## src/rtl/uart_tx_fifo.sv

```systemverilog
// uart_tx_fifo: byte FIFO feeding a UART frame serialiser.
// Frame: start(0), 8 data bits LSB-first, optional even parity, one stop(1).
// Optional feature macro: UART_TX_FIFO_OVF_EN adds a sticky overflow flag
// (ovf) with a clear input (ovf_clr).
// Outputs tx/tx_busy/tx_done are registered from the FSM state, so the line
// lags the state register by one clock.
module uart_tx_fifo #(
  parameter int CLK_PER_BIT = 5208,
  parameter int DEPTH       = 8
) (
  input  logic                     clk,
  input  logic                     rst_n,
  input  logic                     parity_en,
  input  logic                     wr_en,
  input  logic [7:0]               wr_data,
`ifdef UART_TX_FIFO_OVF_EN
  input  logic                     ovf_clr,
  output logic                     ovf,
`endif
  output logic                     full,
  output logic                     empty,
  output logic [$clog2(DEPTH):0]   count,
  output logic                     tx,
  output logic                     tx_busy,
  output logic                     tx_done
);

  localparam int AW = $clog2(DEPTH);
  localparam int CW = $clog2(CLK_PER_BIT);

  typedef enum logic [2:0] {S_IDLE, S_START, S_DATA, S_PARITY, S_STOP} state_t;

  // FIFO storage and bookkeeping
  logic [7:0]    r_mem [DEPTH];
  logic [AW-1:0] r_wr_ptr, r_rd_ptr;
  logic [AW:0]   r_count, w_cnt_nxt;
  logic          r_full, r_empty;

  // Serialiser state
  state_t        r_state;
  logic [CW-1:0] r_bit_cnt;
  logic [2:0]    r_idx;
  logic [7:0]    r_shift;
  logic          r_par_en, r_par_bit;
  logic          r_tx, r_busy, r_done;

  logic          w_bit_last, w_pop, w_wr;
  logic [7:0]    w_head;

  assign w_bit_last = (r_bit_cnt == CW'(CLK_PER_BIT - 1));
  // The FSM pops either from idle or on the final stop cycle (back-to-back).
  assign w_pop  = !r_empty && ((r_state == S_IDLE) || (r_state == S_STOP && w_bit_last));
  // A write while full is dropped even if a pop frees a slot on this edge.
  assign w_wr   = wr_en && !r_full;
  assign w_head = r_mem[r_rd_ptr];

  // Next occupancy from the accepted write / pop pair
  always_comb begin
    w_cnt_nxt = r_count;
    if (w_wr && !w_pop)      w_cnt_nxt = r_count + (AW+1)'(1);
    else if (!w_wr && w_pop) w_cnt_nxt = r_count - (AW+1)'(1);
  end

  // Storage array: contents need no reset, occupancy governs validity
  always_ff @(posedge clk) begin
    if (w_wr) r_mem[r_wr_ptr] <= wr_data;
  end

  // Pointers and registered occupancy flags
  always_ff @(posedge clk or negedge rst_n) begin
    if (!rst_n) begin
      r_wr_ptr <= '0;
      r_rd_ptr <= '0;
      r_count  <= '0;
      r_full   <= 1'b0;
      r_empty  <= 1'b1;
    end else begin
      if (w_wr)  r_wr_ptr <= r_wr_ptr + AW'(1);
      if (w_pop) r_rd_ptr <= r_rd_ptr + AW'(1);
      r_count <= w_cnt_nxt;
      r_full  <= (w_cnt_nxt == (AW+1)'(DEPTH));
      r_empty <= (w_cnt_nxt == '0);
    end
  end

  // Frame FSM with registered line, busy and done outputs
  always_ff @(posedge clk or negedge rst_n) begin
    if (!rst_n) begin
      r_state   <= S_IDLE;
      r_bit_cnt <= '0;
      r_idx     <= '0;
      r_shift   <= '0;
      r_par_en  <= 1'b0;
      r_par_bit <= 1'b0;
      r_tx      <= 1'b1;
      r_busy    <= 1'b0;
      r_done    <= 1'b0;
    end else begin
      r_done <= 1'b0;
      r_busy <= (r_state != S_IDLE);
      case (r_state)
        S_IDLE: begin
          r_tx <= 1'b1;
          if (w_pop) begin
            r_shift   <= w_head;
            r_par_en  <= parity_en;
            r_par_bit <= ^w_head;
            r_bit_cnt <= '0;
            r_state   <= S_START;
          end
        end
        S_START: begin
          r_tx <= 1'b0;
          if (w_bit_last) begin
            r_bit_cnt <= '0;
            r_idx     <= '0;
            r_state   <= S_DATA;
          end else begin
            r_bit_cnt <= r_bit_cnt + CW'(1);
          end
        end
        S_DATA: begin
          r_tx <= r_shift[0];
          if (w_bit_last) begin
            r_bit_cnt <= '0;
            r_shift   <= {1'b0, r_shift[7:1]};
            if (r_idx == 3'd7) r_state <= r_par_en ? S_PARITY : S_STOP;
            else               r_idx   <= r_idx + 3'd1;
          end else begin
            r_bit_cnt <= r_bit_cnt + CW'(1);
          end
        end
        S_PARITY: begin
          r_tx <= r_par_bit;
          if (w_bit_last) begin
            r_bit_cnt <= '0;
            r_state   <= S_STOP;
          end else begin
            r_bit_cnt <= r_bit_cnt + CW'(1);
          end
        end
        S_STOP: begin
          r_tx <= 1'b1;
          if (w_bit_last) begin
            r_done    <= 1'b1;
            r_bit_cnt <= '0;
            if (w_pop) begin
              r_shift   <= w_head;
              r_par_en  <= parity_en;
              r_par_bit <= ^w_head;
              r_state   <= S_START;
            end else begin
              r_state   <= S_IDLE;
            end
          end else begin
            r_bit_cnt <= r_bit_cnt + CW'(1);
          end
        end
        default: r_state <= S_IDLE;
      endcase
    end
  end

`ifdef UART_TX_FIFO_OVF_EN
  logic r_ovf;
  // Sticky overflow: a drop on the same edge as a clear wins
  always_ff @(posedge clk or negedge rst_n) begin
    if (!rst_n)               r_ovf <= 1'b0;
    else if (wr_en && r_full) r_ovf <= 1'b1;
    else if (ovf_clr)         r_ovf <= 1'b0;
  end
  assign ovf = r_ovf;
`endif

  assign full    = r_full;
  assign empty   = r_empty;
  assign count   = r_count;
  assign tx      = r_tx;
  assign tx_busy = r_busy;
  assign tx_done = r_done;

endmodule

```

## config.mk

```make
export PLATFORM = sky130hd
export DESIGN_NAME = uart_tx_fifo
export DESIGN_NICKNAME = d
export VERILOG_FILES = /design/src/rtl/uart_tx_fifo.sv
export SDC_FILE = /design/constraint.sdc
export NUM_CORES = 1
export LEC_CHECK = 0
export CAP_MARGIN = 0
export CELL_PAD_IN_SITES_DETAIL_PLACEMENT = 1
export CELL_PAD_IN_SITES_GLOBAL_PLACEMENT = 1
export CORE_ASPECT_RATIO = 2
export CORE_MARGIN = 1
export CORE_UTILIZATION = 45
export DETAILED_ROUTE_END_ITERATION = 16
export GPL_ROUTABILITY_DRIVEN = 0
export PLACE_DENSITY_LB_ADDON = 0.1
export SETUP_SLACK_MARGIN = 0.4
export SLEW_MARGIN = 40
export SYNTH_ARGS = -nofsm -noshare
export SYNTH_HDL_FRONTEND = slang
export SYNTH_SLANG_ARGS = --single-unit
```

## constraint.sdc

```tcl
create_clock -name clk -period 6.4 [get_ports clk]
set_input_delay 0.96 -clock clk [delete_from_list [all_inputs] [get_ports clk]]
set_output_delay 0.96 -clock clk [all_outputs]
set_load 0.005 [all_outputs]
```

==> results by group <==
Status
  – Outcome: finished, final reports clean

STA
  – Worst-Margin Slew: 0.714 ns
  – Final period util: 42.9%
  – Peak Freq: 364 MHz
  – Worst clock skew: 0.0115 ns
  – Setup TNS: 0 ns
  – Worst slew margin: 52.4%
  – RSZ-0062 raised after global routing: false
  – Min Tclk post-route: 2.75 ns
  – Setup Viol. Count Final: 0
  – Max Slew Vio Count: 0
  – Hold Vio Cnt, Final: 0

Route
  – Vias: 2681
  – Drc violations: 0
  – 1st-pass router iterations: 4
  – Wire length per cell: 19.6 um
  – WL final: 9630 um
  – 1st-iter DRT viols: 186
  – Antenna Nets Post-Route: 0
  – Vias per Instance: 5.45

Worst setup path
  – Worst setup EP type: flop
  – Critical path launch point type: input pin
  – CP required: 6.38 ns
  – Critical path type: input pin to flop
  – Crit path DAT: 2.73 ns
  – Max FO, Critical Path: 8

Layout
  – Post-route insts no fill: 492
  – Commonest cells after routing, fill and taps aside: edfxtp_1 (64), dfrtp_1 (41), nor2_1 (35)
  – Number of diodes: 0
  – Commonest non-fill, non-tap cell in the layout: edfxtp_1
  – Final core occ: 52.3%
  – P&R area growth vs syn: 12.3%
  – Share of layout cells above drive strength 1: 11.8%
  – NumNets Final: 371

Power and ir drop
  – Lkg Pwr: 0.00202 uW
  – Power Density: 317 mW/mm2
  – Max VDD drop: 263 uV
  – Total power draw: 1700 uW

Logic synthesis
  – EDFF count, synth: 64
  – Synth async-reset ratio: 40.7%
  – Synthesized flop and latch total: 108
  – Cells after Synth: 333
  – Synthesized cell area: 0.00476 mm2
  – Post-synth cell types: 49
  – Syn_nets: 352
  – Sequential cell area fraction in the yosys report: 63.6%
  – Top_reg_cell synth: edfxtp_1
  – Yosys warns: 0
  – Syn_area_per_cell: 14.3 um2

Place
  – Post-Place Cells: 476
  – Port Buffers: 20
  – Dpl hpwl: 7400 um

Clock tree
  – Clk_lat worst skew: 0.35 ns
  – TritonCTS clock tree: done
  – CTS H-Tree Depth: 3
  – Cts hold-fix bufs: 0
  – CTS max path bufs: 2
  – Root Driver: clkbuf_16
  – Num CTS Buffers: 9
  – # clock sinks: 108
  – Post-cts sizing count: 0
  – Reg clk slew, reported paths: 0.07 ns
  – Postcts setup bufs: 0

Die
  – Chip width: 74.7 um
  – Die ar.: 0.0110 mm2
  – Core ar.: 0.0102 mm2
  – # rows: 52
  – Starting density of the core: 46.6%
  – DIE HEIGHT: 147 um
  – I/O pin cnt: 21

GRT
  – Initial antenna violation count: 0
  – First-pass GRT wire length: 15300 um
  – Vias in the first global route: 2932
  – Total GRT Usage: 19.7%
  – Total gr overflow: 0
  – Largest net degree at the start of global routing: 45

Min path
  – Class of the worst hold path: flop to flop

Run
  – Max-Cap Viols: 0
sequential cells by signal (all words and copies together), names as in the netlist:
| name | flops |
|---|---|
| r_wr_ptr | 3 |
| r_rd_ptr | 3 |
| tx_busy | 1 |
| count | 4 |
| r_bit_cnt | 13 |
| r_par_en | 1 |
| r_idx | 3 |
| full | 1 |
| r_shift | 8 |
| tx_done | 1 |
| r_par_bit | 1 |
| r_mem | 64 |
| tx | 1 |
| r_state | 3 |
| empty | 1 |
logic make-up after synthesis:
| family | after synthesis | synth area share, % |
|---|---|---|
| fa+ha+maj | 7 | 1.84 |
| simple gates | 103 | 10.5 |
| compound gates | 39 | 5.10 |
| xor+xnor | 23 | 4.39 |
| buf+inv | 20 | 2.34 |
| flops | 108 | 63.6 |
| mux | 33 | 12.2 |
synthesized netlist by cell type, drive strengths merged, types with 2 or more instances:
cell type	count	share of area, %
buf	7	1.3
nand2	28	2.2
a21o	2	0.32
dfrtp	42	22
dfstp	2	1.1
and3	2	0.26
nor3	8	0.95
a21oi	7	0.74
mux4	16	8.4
edfxtp	64	40
a22oi	2	0.32
ha	7	1.8
nand2b	5	0.66
xnor2	14	2.7
nand3	8	0.84
nand4	4	0.53
nor2b	2	0.26
nor2	35	2.8
inv	7	0.55
mux2i	10	2.2
o21a	2	0.32
xor2	9	1.7
clkbuf	5	0.39
or3	2	0.26
o31ai	3	0.47
and4bb	3	0.79
mux2	7	1.7
o21ai	15	1.6
o41ai	2	0.37
where the power goes:
| part | leakage, uW | internal (uW) | switching, uW |
|---|---|---|---|
| clock | 0.000142 | 275 | 258 |
| combinational | 0.000752 | 123 | 135 |
| sequential | 0.00112 | 841 | 64.3 |
layer usage:
layer / routed length [um] / share of wire [%] / vias to the layer above / track usage [%]
met5: 0 / 0 / - / 0
met3: 207 / 2.1 / 17 / 4.36
met4: 327 / 3.4 / 0 / 8.21
met1: 3400 / 35 / 1344 / 19.5
li1: - / - / 1280 / -
met2: 5700 / 59 / 40 / 37.4
cell type report:
type	instances	area [um2]
clock inverters	6	57.6
clock buffers	10	229
repair buffers	20	198
fillers	1024	4870
inverters	8	30.0
well taps	135	169
multi-input cells	205	1630
flip-flops and latches	108	3030
metrics by stage:
stage	hold WS (ns)	setup WS (ns)	instance area, um2
2_1_floorplan	0.454	3.97	4760
3_3_place_gp	0.468	3.04	5040
3_5_place_dp	0.476	3.20	5060
4_1_cts	0.492	3.58	5340
5_1_grt	0.515	3.45	5340
6_report	0.484	3.65	5340
critical path, cell delays in order:
cell and delay (ns):
clkdlybuf4s50_1 0.48, nor2b_1 0.47, nand2_1 0.23, nor2_1 0.60
final timing paths:
| kind | slack [ns] | cells after the start | endpoint | from |
|---|---|---|---|---|
| max reg2reg | 3.92 | 6 | r_par_bit$_DFFE_PN0P_ | r_rd_ptr[1]$_DFFE_PN0P_ |
| max in group asynchronous | 5.37 | 1 | r_rd_ptr[1]$_DFFE_PN0P_ | rst_n |
| min reg2reg | 0.48 | 2 | r_par_bit$_DFFE_PN0P_ | r_par_bit$_DFFE_PN0P_ |
| min in group asynchronous | 0.59 | 1 | r_bit_cnt[3]$_DFFE_PN0P_ | rst_n |
| min | 0.48 | 2 | r_par_bit$_DFFE_PN0P_ | r_par_bit$_DFFE_PN0P_ |
| max | 3.65 | 4 | r_mem[7][3]$_DFFE_PP_ | wr_en |
(Power assumes the default switching activity.)
==> variant 1 (same flow settings) <==
`CLK_PER_BIT`: 5208 -> 10416.
--- a/src/rtl/uart_tx_fifo.sv
+++ b/src/rtl/uart_tx_fifo.sv
@@ -6,5 +6,5 @@
 // lags the state register by one clock.
 module uart_tx_fifo #(
-  parameter int CLK_PER_BIT = 5208,
+  parameter int CLK_PER_BIT = 10416,
   parameter int DEPTH       = 8
 ) (
Formal check against the unedited RTL: same outputs for any inputs over 10 cycles, from zero or initial values and one cycle with rst_n low; that may be too few to reach the edited logic, so the function may still have changed.
==> variant 1 against the unedited design <==
  * Worst setup slack better by 0.11 ns
  * Critical endpoint is now r_mem[7][7]
  * Synthesized area is 2.4% higher
  * First-iteration DRC count is 34% lower
  * Via count is 4.0% higher
  * Die area is 2.3% higher
  * Clock skew is 0.0015 ns lower
  * Sequential cell count is 1 higher
  * Final area is 2.6% higher
  * Power is 1.5% higher
  * Largest power group unchanged
  * Routed wire length is 3.2% higher
==> variant 1: results (changes against the unedited design) <==
outcome:
  status: "finished, final reports clean"
grt:
  grt_pass1_vias: 3004  # +2.5%
  grt_usage_pct: 19.8  # +0.034 points
  use_met2_pct: 35.8  # -1.5 points
  grt_max_degree: 46  # +2.2%
power:
  p_leak_nw: 2.08  # +3.1%
  irDropWorstVdd_mv: 0.269  # +2.5%
drt:
  finalWirelength_microns: 9940  # +3.2%
  met2_length_microns: 5770  # +1.2%
  route.met3.wl_microns: 180  # -13%
  vias_per_cell: 5.51  # +1.2%
logic_synthesis:
  yosysUniqueCellTypes: 50  # +2.0%
  synthTopCellsByCount: "edfxtp_1 (64), dfrtp_1 (43), nand2_1 (43), nor2_1 (19), o21ai_0 (19)"
  avgSynthCellArea_sq_um: 14.1  # -1.5%
  ys_ff_latch: 109  # +0.93%
  synth_area_leaders: "edfxtp_1 (39%), dfrtp_1 (22%), mux4_1 (6.5%)"
  async_reset_ff_share_pct: 41.3  # +0.54 points
  syn_nets: 365  # +3.7%
place:
  hpwlAfterDp_microns: 7570  # +2.3%
  place_area_sq_um: 5190  # +2.7%
layout:
  num-multi-input-gates: 217  # +5.9%
  fillCellCount: 1028  # +0.39%
  buf_share_pct: 3.60  # -0.095 points
  inverters: 7  # -1
  fin_cells: 506  # +2.8%
  clk_share_pct: 5.25  # -0.11 points
  top_regs: "r_mem: 64 flops, r_bit_cnt: 14 flops, r_shift: 8 flops"
die:
  core_sq_um: 10500  # +3.2%
setup_path:
  endpoint: "r_mem[7][7]"
sta:
  tightest_slew_ns: 0.718  # +0.00432 ns
  skew_ns: 0.00997  # -0.00151 ns
variant 1: kinds of logic (layout without fill, tap and decap cells):
group / after synthesis / in the layout / synth area share [%]
AND/OR/NAND/NOR: 111 / 111 / 11.2
flip-flops: 109 / 109 / 62.6
AO/OA/AOI/OAI: 44 / 44 / 5.81
multiplexers: 32 / 32 / 11.9
XOR/XNOR: 23 / 23 / 4.44
buffers and inverters: 20 / 43 / 2.26
adder cells (fa/ha/maj): 7 / 7 / 1.80
variant 1: report_power, final:
| part | internal, mW | total, mW | switching [mW] | leakage [nW] |
|---|---|---|---|---|
| registers | 0.847 | 0.920 | 0.0732 | 1.14 |
| logic | 0.128 | 0.275 | 0.147 | 0.807 |
| clock network | 0.272 | 0.525 | 0.254 | 0.136 |
variant 1: metrics by stage:
step | worst slack [ns] | total power, mW
2_1_floorplan | 4.08 | 1.08
3_3_place_gp | 3.32 | 1.19
3_5_place_dp | 3.45 | 1.22
4_1_cts | 3.62 | 1.74
5_1_grt | 3.68 | 1.80
6_report | 3.76 | 1.72
variant 1: worst register-to-register path, delay by kind of cell, from the launching register on:
| kind | cells | cell delay (ns) |
|---|---|---|
| flops | 1 | 0.69 |
| mux | 2 | 1.04 |
| compound gates | 1 | 0.07 |
| xor+xnor | 3 | 0.58 |
variant 1: worst min path at each step:
stage                     from    endpoint  slack, ns  cells after the start
floorplan           r_shift[7]  r_shift[7]       0.45                      2
global placement    r_shift[2]  r_shift[2]       0.46                      2
detailed placement  r_shift[1]  r_shift[1]       0.48                      2
CTS                 r_shift[1]  r_shift[1]       0.50                      2
global route        r_shift[0]  r_shift[0]       0.53                      1
finish              r_shift[1]  r_shift[1]       0.49                      2
==> variant 2 (config.mk and constraints unchanged) <==
Made on the original files. Put one more register stage on the output `count`, without a reset. The value now appears one clock later. The other outputs are not delayed to match.
--- a/src/rtl/uart_tx_fifo.sv
+++ b/src/rtl/uart_tx_fifo.sv
@@ -175,5 +175,7 @@
   assign full    = r_full;
   assign empty   = r_empty;
-  assign count   = r_count;
+  always_ff @(posedge clk) begin
+    count <= r_count;
+  end
   assign tx      = r_tx;
   assign tx_busy = r_busy;
Formal check against the unedited RTL: not equivalent (Yosys sat finds a counterexample within 4 cycles, from zero or initial values and one cycle with rst_n low).
==> variant 2 against the unedited design <==
  * Final area increased by 3.1%
  * Via count up 4.1%
  * Synthesized cell count rose by 2.7%
  * Routed wire length is 6.3% higher
  * Critical path depth unchanged
  * Sequential share of layout area is 0.26 points lower
  * Synthesized area up 3.1%
  * Sequential cell count rose by 4
  * Register-to-register slack worse by 0.05 ns
  * Worst setup slack better by 0.087 ns
  * Count of clock-buffer cells in the layout is 1 lower
Power is not compared: it rests on default switching activity, and its combinational part moved more than twofold at a synthesized area within 25%.
==> variant 2: results (changes against the unedited design) <==
outcome:
  status: "finished, final reports clean"
layout:
  fillCellCount: 1023  # -0.098%
  antennaDiodeCount: 0  # unchanged
  fin_cells: 503  # +2.2%
  finalNetCount: 380  # +2.4%
  final_layout_size_suffix_gt1_share_pct: 10.1  # -1.7 points
  top_regs: "r_mem: 64 flops, r_bit_cnt: 13 flops, r_shift: 8 flops"
  area_delta_synth_final_pct: 12.3  # about the same
sta:
  skew_ns: 0.0102  # -0.00130 ns
  tightest_slew_ns: 0.744  # +0.0299 ns
grt:
  grt_pass1_vias: 2937  # +0.17%
  grt_max_degree: 45  # unchanged
  antenna_found_initial: 0  # unchanged
  grt_usage_pct: 19.9  # +0.15 points
  grt_pass1_wl_microns: 15900  # +4.0%
logic_synthesis:
  ys_seq_area_share_pct: 63.3  # -0.28 points
  async_reset_ff_share_pct: 39.3  # -1.5 points
  synth-edff-count: 64  # unchanged
  yosysUniqueCellTypes: 55  # +12%
  avgSynthCellArea_sq_um: 14.3  # +0.39%
  syn_nets: 361  # +2.6%
  synthTopCellsByCount: "edfxtp_1 (64), dfrtp_1 (42), nand2_1 (40), o21ai_1 (16), o21ai_0 (15)"
  synth_area_leaders: "edfxtp_1 (39%), dfrtp_1 (21%), mux4_1 (7.5%)"
place:
  post-place-ws_ns: 3.37  # +0.166 ns
  place_area_sq_um: 5220  # +3.1%
  io_buffers: 20  # unchanged
  hpwlAfterDp_microns: 7640  # +3.3%
  dp_cells: 487  # +2.3%
drt:
  dr.first_iter.drc_count: 92  # -51%
  vias: 2791  # +4.1%
  finalWirelength_microns: 10200  # +6.3%
setup_path:
  crit_fanout: 8  # unchanged
  end_kind: "flop"
  slowest_delay_ns: 0.62  # +0.02 ns
  cpMaxStageDelayCell: "nor2_1"
  cp.arrival_ns: 2.64  # -0.09 ns
power:
  powerClk_mw: 0.552
  p_leak_nw: 2.03
  irDropWorstVdd_mv: 0.230
  p_clk_share_pct: 21.2
clock_network:
  clk_transition_reported_paths_ns: 0.08
  h-tree-depth: 3  # unchanged
  clk-insertion-delay-late_ns: 0.35  # about the same
worst_hold_path:
  hold_path.class: "reg2reg"
-- variant 2: cell types whose count changed in the layout (fill, tap and decap cells not counted), moves of 4 or more --
cell and change:
xnor2_1 -7, o21ai_1 +15, mux4_2 -4, nand2_1 +12
mux4_1 +4, dfxtp_1 +4, or3_1 +5, and3_1 +4
nor2_1 -21
-- variant 2: area by class of cell --
type,instances,area share [%]
Clock buffer,9,4.09
Tap cell,137,3.11
Timing Repair Buffer,21,3.72
Clock inverter,7,1.25
Inverter,5,0.341
Multi-Input combinational cell,212,31.1
Sequential cell,112,56.4
-- variant 2: path summary, 6_finish.rpt --
| path | startpoint | to | slack, ns | cells past startpoint |
|---|---|---|---|---|
| max | wr_en | r_mem[4][1] | 3.74 | 4 |
| min | r_count[3] | count[3] | 0.45 | 0 |
| max reg2reg | r_bit_cnt[0] | r_shift[0] | 3.87 | 6 |
| min reg2reg | r_count[3] | count[3] | 0.45 | 0 |
| max in group asynchronous | rst_n | r_rd_ptr[1] | 5.34 | 1 |
| min in group asynchronous | rst_n | r_bit_cnt[8] | 0.60 | 1 |
-- variant 2: cell families (layout without fill, tap and decap cells) --
family                     count (synthesis)  after routing  synth area share [%]
AOI/OAI and AO/OA                         57             57                  7.70
xor gates and xnor gates                  15             15                  2.98
adders and majority gates                  7              7                  1.79
buffers and inverters                     18             42                  2.02
DFF                                      112            112                  63.3
muxes                                     33             33                  12.2
and+or+nand+nor                          100            100                  10.0
-- variant 2: routing by layer --
metal / global-route usage, % / vias up / wire length [microns]
met5: 0 / - / 0
met4: 6.67 / 0 / 142
met3: 2.69 / 10 / 125
met2: 39.1 / 23 / 6320
met1: 20.0 / 1424 / 3650
li1: - / 1334 / -
